## src/rtl/tank_shell.sv

```systemverilog
// Single-shell controller for the player tank: spawns on a fire-key press, flies once per frame, then reloads.
// Optional build macro SHELL_RANGE_EN adds a flight-frame range limit (MAX_RANGE).
module tank_shell #(
`ifdef SHELL_RANGE_EN
  parameter logic [7:0] MAX_RANGE       = 8'd64,
`endif
  parameter logic [7:0] FIRE_KEY        = 8'h2C,
  parameter logic [9:0] SHELL_SIZE      = 10'd2,
  parameter logic [9:0] SHELL_STEP      = 10'd4,
  parameter logic [7:0] COOLDOWN_FRAMES = 8'd8,
  parameter logic [9:0] X_MIN           = 10'd1,
  parameter logic [9:0] X_MAX           = 10'd639,
  parameter logic [9:0] Y_MIN           = 10'd1,
  parameter logic [9:0] Y_MAX           = 10'd479
) (
  input  logic       frame_clk,
  input  logic       Reset,
  input  logic [7:0] keycode,
  input  logic [9:0] TankX,
  input  logic [9:0] TankY,
  input  logic [9:0] TankS,
  input  logic [1:0] direction,
  input  logic       hit,
  output logic [9:0] ShellX,
  output logic [9:0] ShellY,
  output logic [9:0] ShellS,
  output logic       shell_active,
  output logic       fired,
  output logic [1:0] state_dbg
);

  typedef enum logic [1:0] {
    IDLE     = 2'd0,
    FLIGHT   = 2'd1,
    COOLDOWN = 2'd2
  } state_t;

  localparam logic [1:0] DIR_LEFT  = 2'b00;
  localparam logic [1:0] DIR_RIGHT = 2'b01;
  localparam logic [1:0] DIR_DOWN  = 2'b10;
  localparam logic [1:0] DIR_UP    = 2'b11;

  state_t     state;
  logic [1:0] dir_q;
  logic [7:0] cd_cnt;
  logic       fire_prev;
  logic       fire_evt;

  logic [10:0] off11;
  logic [9:0]  spawn_x;
  logic [9:0]  spawn_y;
  logic        spawn_ok;
  logic        step_oob;
  logic        range_done;
  logic        retire;

`ifdef SHELL_RANGE_EN
  logic [7:0] flight_cnt;
  assign range_done = ({1'b0, flight_cnt} + 9'd1) >= {1'b0, MAX_RANGE};
`else
  assign range_done = 1'b0;
`endif

  assign ShellS    = SHELL_SIZE;
  assign state_dbg = state;
  assign fire_evt  = (keycode == FIRE_KEY) && !fire_prev;
  assign retire    = hit || step_oob || range_done;

  // Legality is checked in 11 bits so neither the bound sum nor the tank-minus-offset can wrap.
  always_comb begin
    off11    = {1'b0, TankS} + {1'b0, SHELL_SIZE};
    spawn_x  = TankX;
    spawn_y  = TankY;
    spawn_ok = 1'b0;
    case (direction)
      DIR_LEFT: begin
        spawn_ok = {1'b0, TankX} >= ({1'b0, X_MIN} + off11);
        spawn_x  = TankX - off11[9:0];
      end
      DIR_RIGHT: begin
        spawn_ok = ({1'b0, TankX} + off11) <= {1'b0, X_MAX};
        spawn_x  = TankX + off11[9:0];
      end
      DIR_DOWN: begin
        spawn_ok = ({1'b0, TankY} + off11) <= {1'b0, Y_MAX};
        spawn_y  = TankY + off11[9:0];
      end
      default: begin
        spawn_ok = {1'b0, TankY} >= ({1'b0, Y_MIN} + off11);
        spawn_y  = TankY - off11[9:0];
      end
    endcase
  end

  always_comb begin
    step_oob = 1'b0;
    case (dir_q)
      DIR_LEFT:  step_oob = {1'b0, ShellX} < ({1'b0, X_MIN} + {1'b0, SHELL_STEP});
      DIR_RIGHT: step_oob = ({1'b0, ShellX} + {1'b0, SHELL_STEP}) > {1'b0, X_MAX};
      DIR_DOWN:  step_oob = ({1'b0, ShellY} + {1'b0, SHELL_STEP}) > {1'b0, Y_MAX};
      default:   step_oob = {1'b0, ShellY} < ({1'b0, Y_MIN} + {1'b0, SHELL_STEP});
    endcase
  end

  always_ff @(posedge frame_clk) begin
    if (Reset) begin
      state        <= IDLE;
      ShellX       <= 10'd0;
      ShellY       <= 10'd0;
      shell_active <= 1'b0;
      fired        <= 1'b0;
      cd_cnt       <= 8'd0;
      dir_q        <= DIR_RIGHT;
      fire_prev    <= 1'b0;
`ifdef SHELL_RANGE_EN
      flight_cnt   <= 8'd0;
`endif
    end else begin
      fire_prev <= (keycode == FIRE_KEY);
      fired     <= 1'b0;
      case (state)
        IDLE: begin
          if (fire_evt && spawn_ok) begin
            state        <= FLIGHT;
            ShellX       <= spawn_x;
            ShellY       <= spawn_y;
            dir_q        <= direction;
            shell_active <= 1'b1;
            fired        <= 1'b1;
`ifdef SHELL_RANGE_EN
            flight_cnt   <= 8'd0;
`endif
          end
        end
        FLIGHT: begin
`ifdef SHELL_RANGE_EN
          flight_cnt <= flight_cnt + 8'd1;
`endif
          if (retire) begin
            // Position is frozen at the last in-bounds point on retirement.
            shell_active <= 1'b0;
            if (COOLDOWN_FRAMES == 8'd0) begin
              state <= IDLE;
            end else begin
              state  <= COOLDOWN;
              cd_cnt <= COOLDOWN_FRAMES;
            end
          end else begin
            case (dir_q)
              DIR_LEFT:  ShellX <= ShellX - SHELL_STEP;
              DIR_RIGHT: ShellX <= ShellX + SHELL_STEP;
              DIR_DOWN:  ShellY <= ShellY + SHELL_STEP;
              default:   ShellY <= ShellY - SHELL_STEP;
            endcase
          end
        end
        COOLDOWN: begin
          if (cd_cnt <= 8'd1) begin
            state <= IDLE;
          end else begin
            cd_cnt <= cd_cnt - 8'd1;
          end
        end
        default: state <= IDLE;
      endcase
    end
  end

endmodule
```

## config.mk

```make
export PLATFORM = sky130hd
export DESIGN_NAME = tank_shell
export DESIGN_NICKNAME = d
export VERILOG_FILES = /design/src/rtl/tank_shell.sv
export SDC_FILE = /design/constraint.sdc
export NUM_CORES = 1
export LEC_CHECK = 0
export CAP_MARGIN = 20
export CORE_MARGIN = 2
export CORE_UTILIZATION = 55
export CTS_CLUSTER_DIAMETER = 150
export DETAILED_ROUTE_END_ITERATION = 10
export PLACE_DENSITY = 0.8
export SETUP_SLACK_MARGIN = 0.2
export SLEW_MARGIN = 20
export SYNTH_ARGS = -nofsm -noshare
export SYNTH_HDL_FRONTEND = slang
export SYNTH_SLANG_ARGS = --single-unit
```

## constraint.sdc

```tcl
create_clock -name frame_clk -period 4.51 [get_ports frame_clk]
set_clock_uncertainty 0.05 [all_clocks]
set_input_delay 0.451 -clock frame_clk [delete_from_list [all_inputs] [get_ports frame_clk]]
set_output_delay 0.451 -clock frame_clk [all_outputs]
set_load 0.02 [all_outputs]
```

==> Word level (Yosys, flattened, before mapping) <==
Index checks and enable logic that the tools add are counted.
{ "op_classes": {"n_lt_le_gt_ge": 9, "shifts": 0, "reduce_logical": 18, "addsub": 15, "bitwise": 1, "div_mod_pow": 0, "n_mul": 0, "eq_ne": 14, "mux": 23} }
{ "ops": {"columns": ["cell", "n"], "rows": [
  ["10-bit one-hot mux with 2 select lines", 6],
  ["10-bit 2-to-1 mux", 4],
  ["10-bit by 11-bit adder with 11-bit output", 2],
  ["10-bit by 3-bit adder with 11-bit output (second input constant)", 2],
  ["10-bit by 11-bit greater-or-equal comparator with 1-bit output", 2],
  ["10-bit adder", 2],
  ["10-bit by 3-bit adder with 10-bit output (second input constant)", 2],
  ["10-bit by 3-bit < comparator with 1-bit output (second input constant)", 2],
  ["10-bit subtractor", 2],
  ["10-bit by 3-bit subtractor with 10-bit output (second input constant)", 2],
  ["8-bit 2-to-1 mux", 2],
  ["8-bit one-hot mux with 2 select lines", 1],
  ["2-bit != test (second input constant)", 6],
  ["1-bit by 11-bit adder with 11-bit output (first input constant)", 1],
  ["10-bit by 2-bit adder with 11-bit output (second input constant)", 1],
  ["11-bit by 10-bit > comparator with 1-bit output (second input constant)", 1],
  ["11-bit by 9-bit > comparator with 1-bit output (second input constant)", 1],
  ["11-bit by 10-bit less-or-equal comparator with 1-bit output (second input constant)", 1],
  ["11-bit by 9-bit less-or-equal comparator with 1-bit output (second input constant)", 1],
  ["3-bit AND reduction", 3],
  ["8-bit by 6-bit == test with 1-bit output (second input constant)", 1],
  ["8-bit by 1-bit less-or-equal comparator with 1-bit output (second input constant)", 1],
  ["4-bit AND reduction", 2],
  ["8-bit by 1-bit subtractor with 8-bit output (second input constant)", 1],
  ["other kinds (16)", 31]
]} }
{ "totals": {"reg_bits": 35, "n_memories": 0, "elab_cells": 88, "latchBits": 0, "input_bits": 43, "ram_bits": 0, "out_inout_bits": 34, "rom_bits": 0} }

==> Logic depth before layout (Yosys ltp) <==
{ "depth": {"ltp_word": 7, "ltp_mapped": 16, "depth_no_buf": 15} }

==> Worst setup path after synthesis <==
OpenSTA, ideal clock, no wires.
{ "synth_timing": {"path_type": "input to register", "startpoint": "in TankS[3]", "endpoint": "reg dir_q[0]", "t_arrival_ns": 3.985, "t_required_ns": 4.330, "slack_ns": 0.345, "setup_ns": 0.130, "cell_stages": 14, "path_cell_list": "buf_4 -> and3_1 -> nand3_1 -> xor2_1 -> inv_1 -> ha_1 -> or2_0 -> or4_1 -> nand2_1 -> a2bb2oi_1 -> or4_4 -> a2111oi_4 -> mux2i_1 -> nand2_1"} }
{ "synth_between": {"elab_chain_cells": 6, "word_cells_on_any_way": 11, "classes_between": "add/sub (4); order compare (4); mux (1); reduce/logical (2)"} }
{ "synth_rtl": {"columns": ["element", "line", "rtl"], "rows": [
  ["start: declaration", "21", "input logic [9:0] TankS,"],
  ["10-bit by 2-bit adder with 11-bit output (*)", "71", "off11 = {1'b0, TankS} + {1'b0, SHELL_SIZE};"],
  ["1-bit by 11-bit adder with 11-bit output (tied with other cells)", "77, 89", null],
  ["10-bit by 11-bit greater-or-equal comparator with 1-bit output (tied with other cells)", "89", "spawn_ok = {1'b0, TankY} >= ({1'b0, Y_MIN} + off11);"],
  ["1-bit one-hot mux with 3 select lines (*)", "75", "case (direction)"],
  ["1-bit logical AND (*)", "123", "if (fire_evt && spawn_ok) begin"],
  ["2-bit AND reduction (no source line) (*)", null, null],
  ["end signal: assignment", "127", "dir_q <= direction;"],
  ["end: declaration", "44", "logic [1:0] dir_q;"]
]} }
Mark *: on every way between the ends. The rest lies on a longest branch, timed or not.
A chain may end at the register's enable or synchronous reset.

==> Worst setup path after layout <==
{ "layout_timing": {"startpoint": "in TankS[5]", "endpoint": "reg ShellX[5]"} }
{ "layout_between": {"elab_chain_cells": 7, "word_cells_on_any_way": 17, "classes_between": "add/sub (6); order compare (4); eq/ne (1); mux (4); reduce/logical (2)"} }
{ "layout_rtl": {"columns": ["element", "line", "rtl"], "rows": [
  ["10-bit by 2-bit adder with 11-bit output (*)", "71", null],
  ["1-bit by 11-bit adder with 11-bit output (tied with other cells)", "77, 89", null],
  ["10-bit by 11-bit greater-or-equal comparator with 1-bit output (tied with other cells)", "89", null],
  ["1-bit one-hot mux with 3 select lines", "75", null],
  ["1-bit logical AND", "123", null],
  ["2-bit != test (no source line)", null, null],
  ["4-bit AND reduction (no source line)", null, null],
  ["end signal: assignment", "125", "ShellX <= spawn_x;"],
  ["end signal: assignment", "150", "DIR_LEFT: ShellX <= ShellX - SHELL_STEP;"],
  ["end signal: assignment", "151", "DIR_RIGHT: ShellX <= ShellX + SHELL_STEP;"],
  ["end: declaration", "24", "output logic [9:0] ShellX,"]
]} }
Mark *: on every way between the ends. The rest lies on a longest branch, timed or not. The select of a mux whose other input is x is not followed.

==> impl_metrics.toml <==
[grt]
globalRoute.totalOverflow = 0
antenna_found_initial = 0
grt_pass1_vias = 5483
grt_max_degree = 35
track_usage_pct = 30.22
grt_pass1_wl_um = 25620

[drt]
vias = 5637
drc = 0
firstDrtPassIters = 7
top_layer = "met4"
drtIter0Drc = 385
wl_per_cell_um = 17.64
met3WireLength_um = 888
route.met2.wl_um = 8066
ant_nets = 0
vias_per_cell = 6.134
finalWirelength_um = 16210
drt-met1-wl_um = 6972

[floorplanning]
fp.dieH_um = 102.9
row_count = 36
die_area_sq_um = 10580
die_w_um = 102.9
core_sq_um = 9639
ios = 77
start_util_pct = 55.76

[pwr]
p_total_mw = 1.208
p_leak_nw = 2.851
cellPowerDensity_nw_per_um2 = 179.8
irDropWorstVdd_mv = 0.1057

[synth]
ys_types = 74
muxShareOfSynthArea_pct = 3.305
synth_warnings = 0
synth_edf_count = 0
synth-simple-area-share_pct = 20.90
synth_compound_area_share_pct = 24.32
syn_area_per_cell_sq_um = 7.790
synthXorXnorAreaFrac_pct = 10.89
ys_seq_area_share_pct = 13.04
async_flop_share_pct = 0
ys_ff_latch = 35
synth_top_family_by_area = "compound AO/OA/AOI/OAI gates"
syn_inst = 690
ys.flop_type = "dfxtp_1"
synth_adder_area_share_pct = 21.55
syn_area_sq_um = 5375

[worst_setup_path]
worstSetupStartpointType = "input port"
crit_top_cell = "buf_4"
crit-reg2reg-launch = "ShellY[2]"
worstSetupEndpointType = "flop"
worstRegToRegCells = 9
crit_path_top_delay_cell = "clkdlybuf4s50_1"
path_class = "in -> reg"
r2r_slack_ps = 1080
crit_chain = "clkdlybuf4s50_1 > and3_1 > nand3_2 > xor2_2 > buf_4 > or3_4 > nor3_4 > xnor2_2 > ha_1 > o2111a_1 > a221oi_2 > o41a_1 > a211oi_2 > o21ai_1 > buf_4 > o41ai_1"
crit_end = "ShellX[5]"
crit_start = "TankS[5]"
crit_path_max_fanout = 7
cp.required_ps = 4650
max_stage_delay_ps = 500
r2r_end = "ShellY[7]"
arrival_ps = 4290

[status]
outcome = "completed"

[clocking]
cts_buffer_depth = 2
cts.htree.levels = 2
cts_buffers = 5
cts_tree = "built"
clkTransAtPathRegs_ps = 70
holdBufCountCts = 0
clockRootBuffer = "clkbuf_8"
cts_sinks = 35
clock_latency_ps = 300

[place]
pre_cts_ws_ps = -141.1
dp_cells = 907
gp_congestion = 0.9560
dp_hpwl_um = 13020
placed_area_sq_um = 6387
io_buffers = 66

[timing]
fmax_mhz = 240.8
rsz0062_at_grt = "false"
setup_viol = 0
hold_slack_ps = 419.2
hold_violations = 0
period_share_pct = 92.08
max-slew-margin-rel_pct = 28.44
min_period_ps = 4153
setup_ws_ps = 357.3
drv_slew = 0
setup_tns_ps = 0
tightest_slew_ps = 1070

[min_path]
hold_path.class = "reg -> reg"
hold_depth = 2

[flow_run]
maxCapViolCount = 0

[cells_and_area]
layout.cells.non_filler = 919
diodes = 0
final_layout_size_suffix_gt1_share_pct = 12.60
num-nets-final = 917
syn2layout_area_growth_pct = 25.05
final_util_pct = 69.73
fillCellCount = 815
fin_area_sq_um = 6721
[area by class of cell]
type                            instances  area [sq um]  share of cell area (%)
Multi-Input combinational cell        591          4564                   67.91
Clock inverter                          3         43.79                  0.6515
Inverter                               39         146.4                   2.178
Timing Repair Buffer                  113          1031                   15.34
Sequential cell                        35         700.7                   10.42
Tap cell                              133         166.4                   2.476
Clock buffer                            5         68.82                   1.024
[cell usage in the layout (no fill, tap or decap), types with 10 or more instances in the layout]
cell type        synthesis  layout
nor3_1                  20      16
nand3_1                 24      23
a21oi_1                 42      42
inv_1                   38      36
o21ai_0                 27      25
o211ai_1                14      14
nor2_1                  59      56
nor2b_1                 14      13
xor2_1                  19      18
buf_4                   11      45
ha_1                    83      80
nand2_1                 55      55
xnor2_1                 46      43
dfxtp_1                 35      35
a21o_1                  13      13
conb_1                   2      10
clkdlybuf4s50_1          0      62
mux2i_1                 14      13
[report_power, final]
part	leakage [nW]	internal (mW)	total, mW	switching (mW)
clock network	0.0581	0.165	0.289	0.124
logic	2.51	0.274	0.610	0.335
registers	0.282	0.309	0.310	0.000809
[flip-flops by register name, indices dropped and copies added, names as in the netlist]
signal,count
ShellY,10
state_dbg,2
cd_cnt,8
dir_q,2
shell_active,1
fire_prev,1
ShellX,10
fired,1
[per-layer routing]
layer / vias to the layer above / track usage [%]
li1: 2706 / -
met1: 2716 / 38.47
met2: 188 / 55.20
met3: 27 / 2.508
met4: 0 / 7.389
met5: - / 0
[cells by family after synthesis]
group,Yosys count
buffers and inverters,72
muxes,17
adders and majority gates,89
xor gates and xnor gates,66
AOI/OAI and AO/OA,183
and+or+nand+nor,226
other,2
DFF,35
[synthesized netlist by cell type (8+ instances only)]
cell type | n | area, sq um
o21a_1 | 9 | 67.56
nand2_1 | 55 | 206.5
nor4_1 | 10 | 62.56
buf_4 | 11 | 82.58
a21oi_1 | 42 | 210.2
ha_1 | 83 | 1039
nand3_1 | 24 | 120.1
a211oi_1 | 9 | 67.56
or4_1 | 8 | 60.06
nor2_1 | 59 | 221.5
nor2b_1 | 14 | 87.58
o21ai_0 | 27 | 135.1
nor3_1 | 20 | 100.1
mux2i_1 | 14 | 140.1
xor2_1 | 19 | 166.4
a21o_1 | 13 | 97.59
xnor2_1 | 46 | 402.9
inv_1 | 38 | 142.6
dfxtp_1 | 35 | 700.7
o211ai_1 | 14 | 105.1
clkbuf_1 | 15 | 56.30
[repair_timing]
| item | CTS | global route |
|---|---|---|
| gates resized for setup | 1 | 44 |
| setup buffers | 0 | 4 |
| gates cloned | 0 | 0 |
| pin swaps | 0 | 10 |
| endpoints found under the hold margin | 0 | 0 |
| endpoints found under the setup margin | 8 | 25 |
[critical path, delay by kind of cell]
kind | cells | cell delay [ps]
AO/OA/AOI/OAI | 6 | 1520
adder cells (fa/ha/maj) | 1 | 300
buffers and inverters | 3 | 870
AND/OR/NAND/NOR | 4 | 890
XOR/XNOR | 2 | 260
[worst min path at each step]
| stage | from | endpoint | slack [ps] |
|---|---|---|---|
| 3_5_place_dp | shell_active | shell_active | 410 |
| 5_1_grt | shell_active | shell_active | 440 |
| 4_1_cts | shell_active | shell_active | 420 |
| 2_1_floorplan | cd_cnt[6] | cd_cnt[6] | 430 |
| 3_3_place_gp | shell_active | shell_active | 400 |
| 6_report | shell_active | shell_active | 420 |
Power figures use the tool's default switching activity.
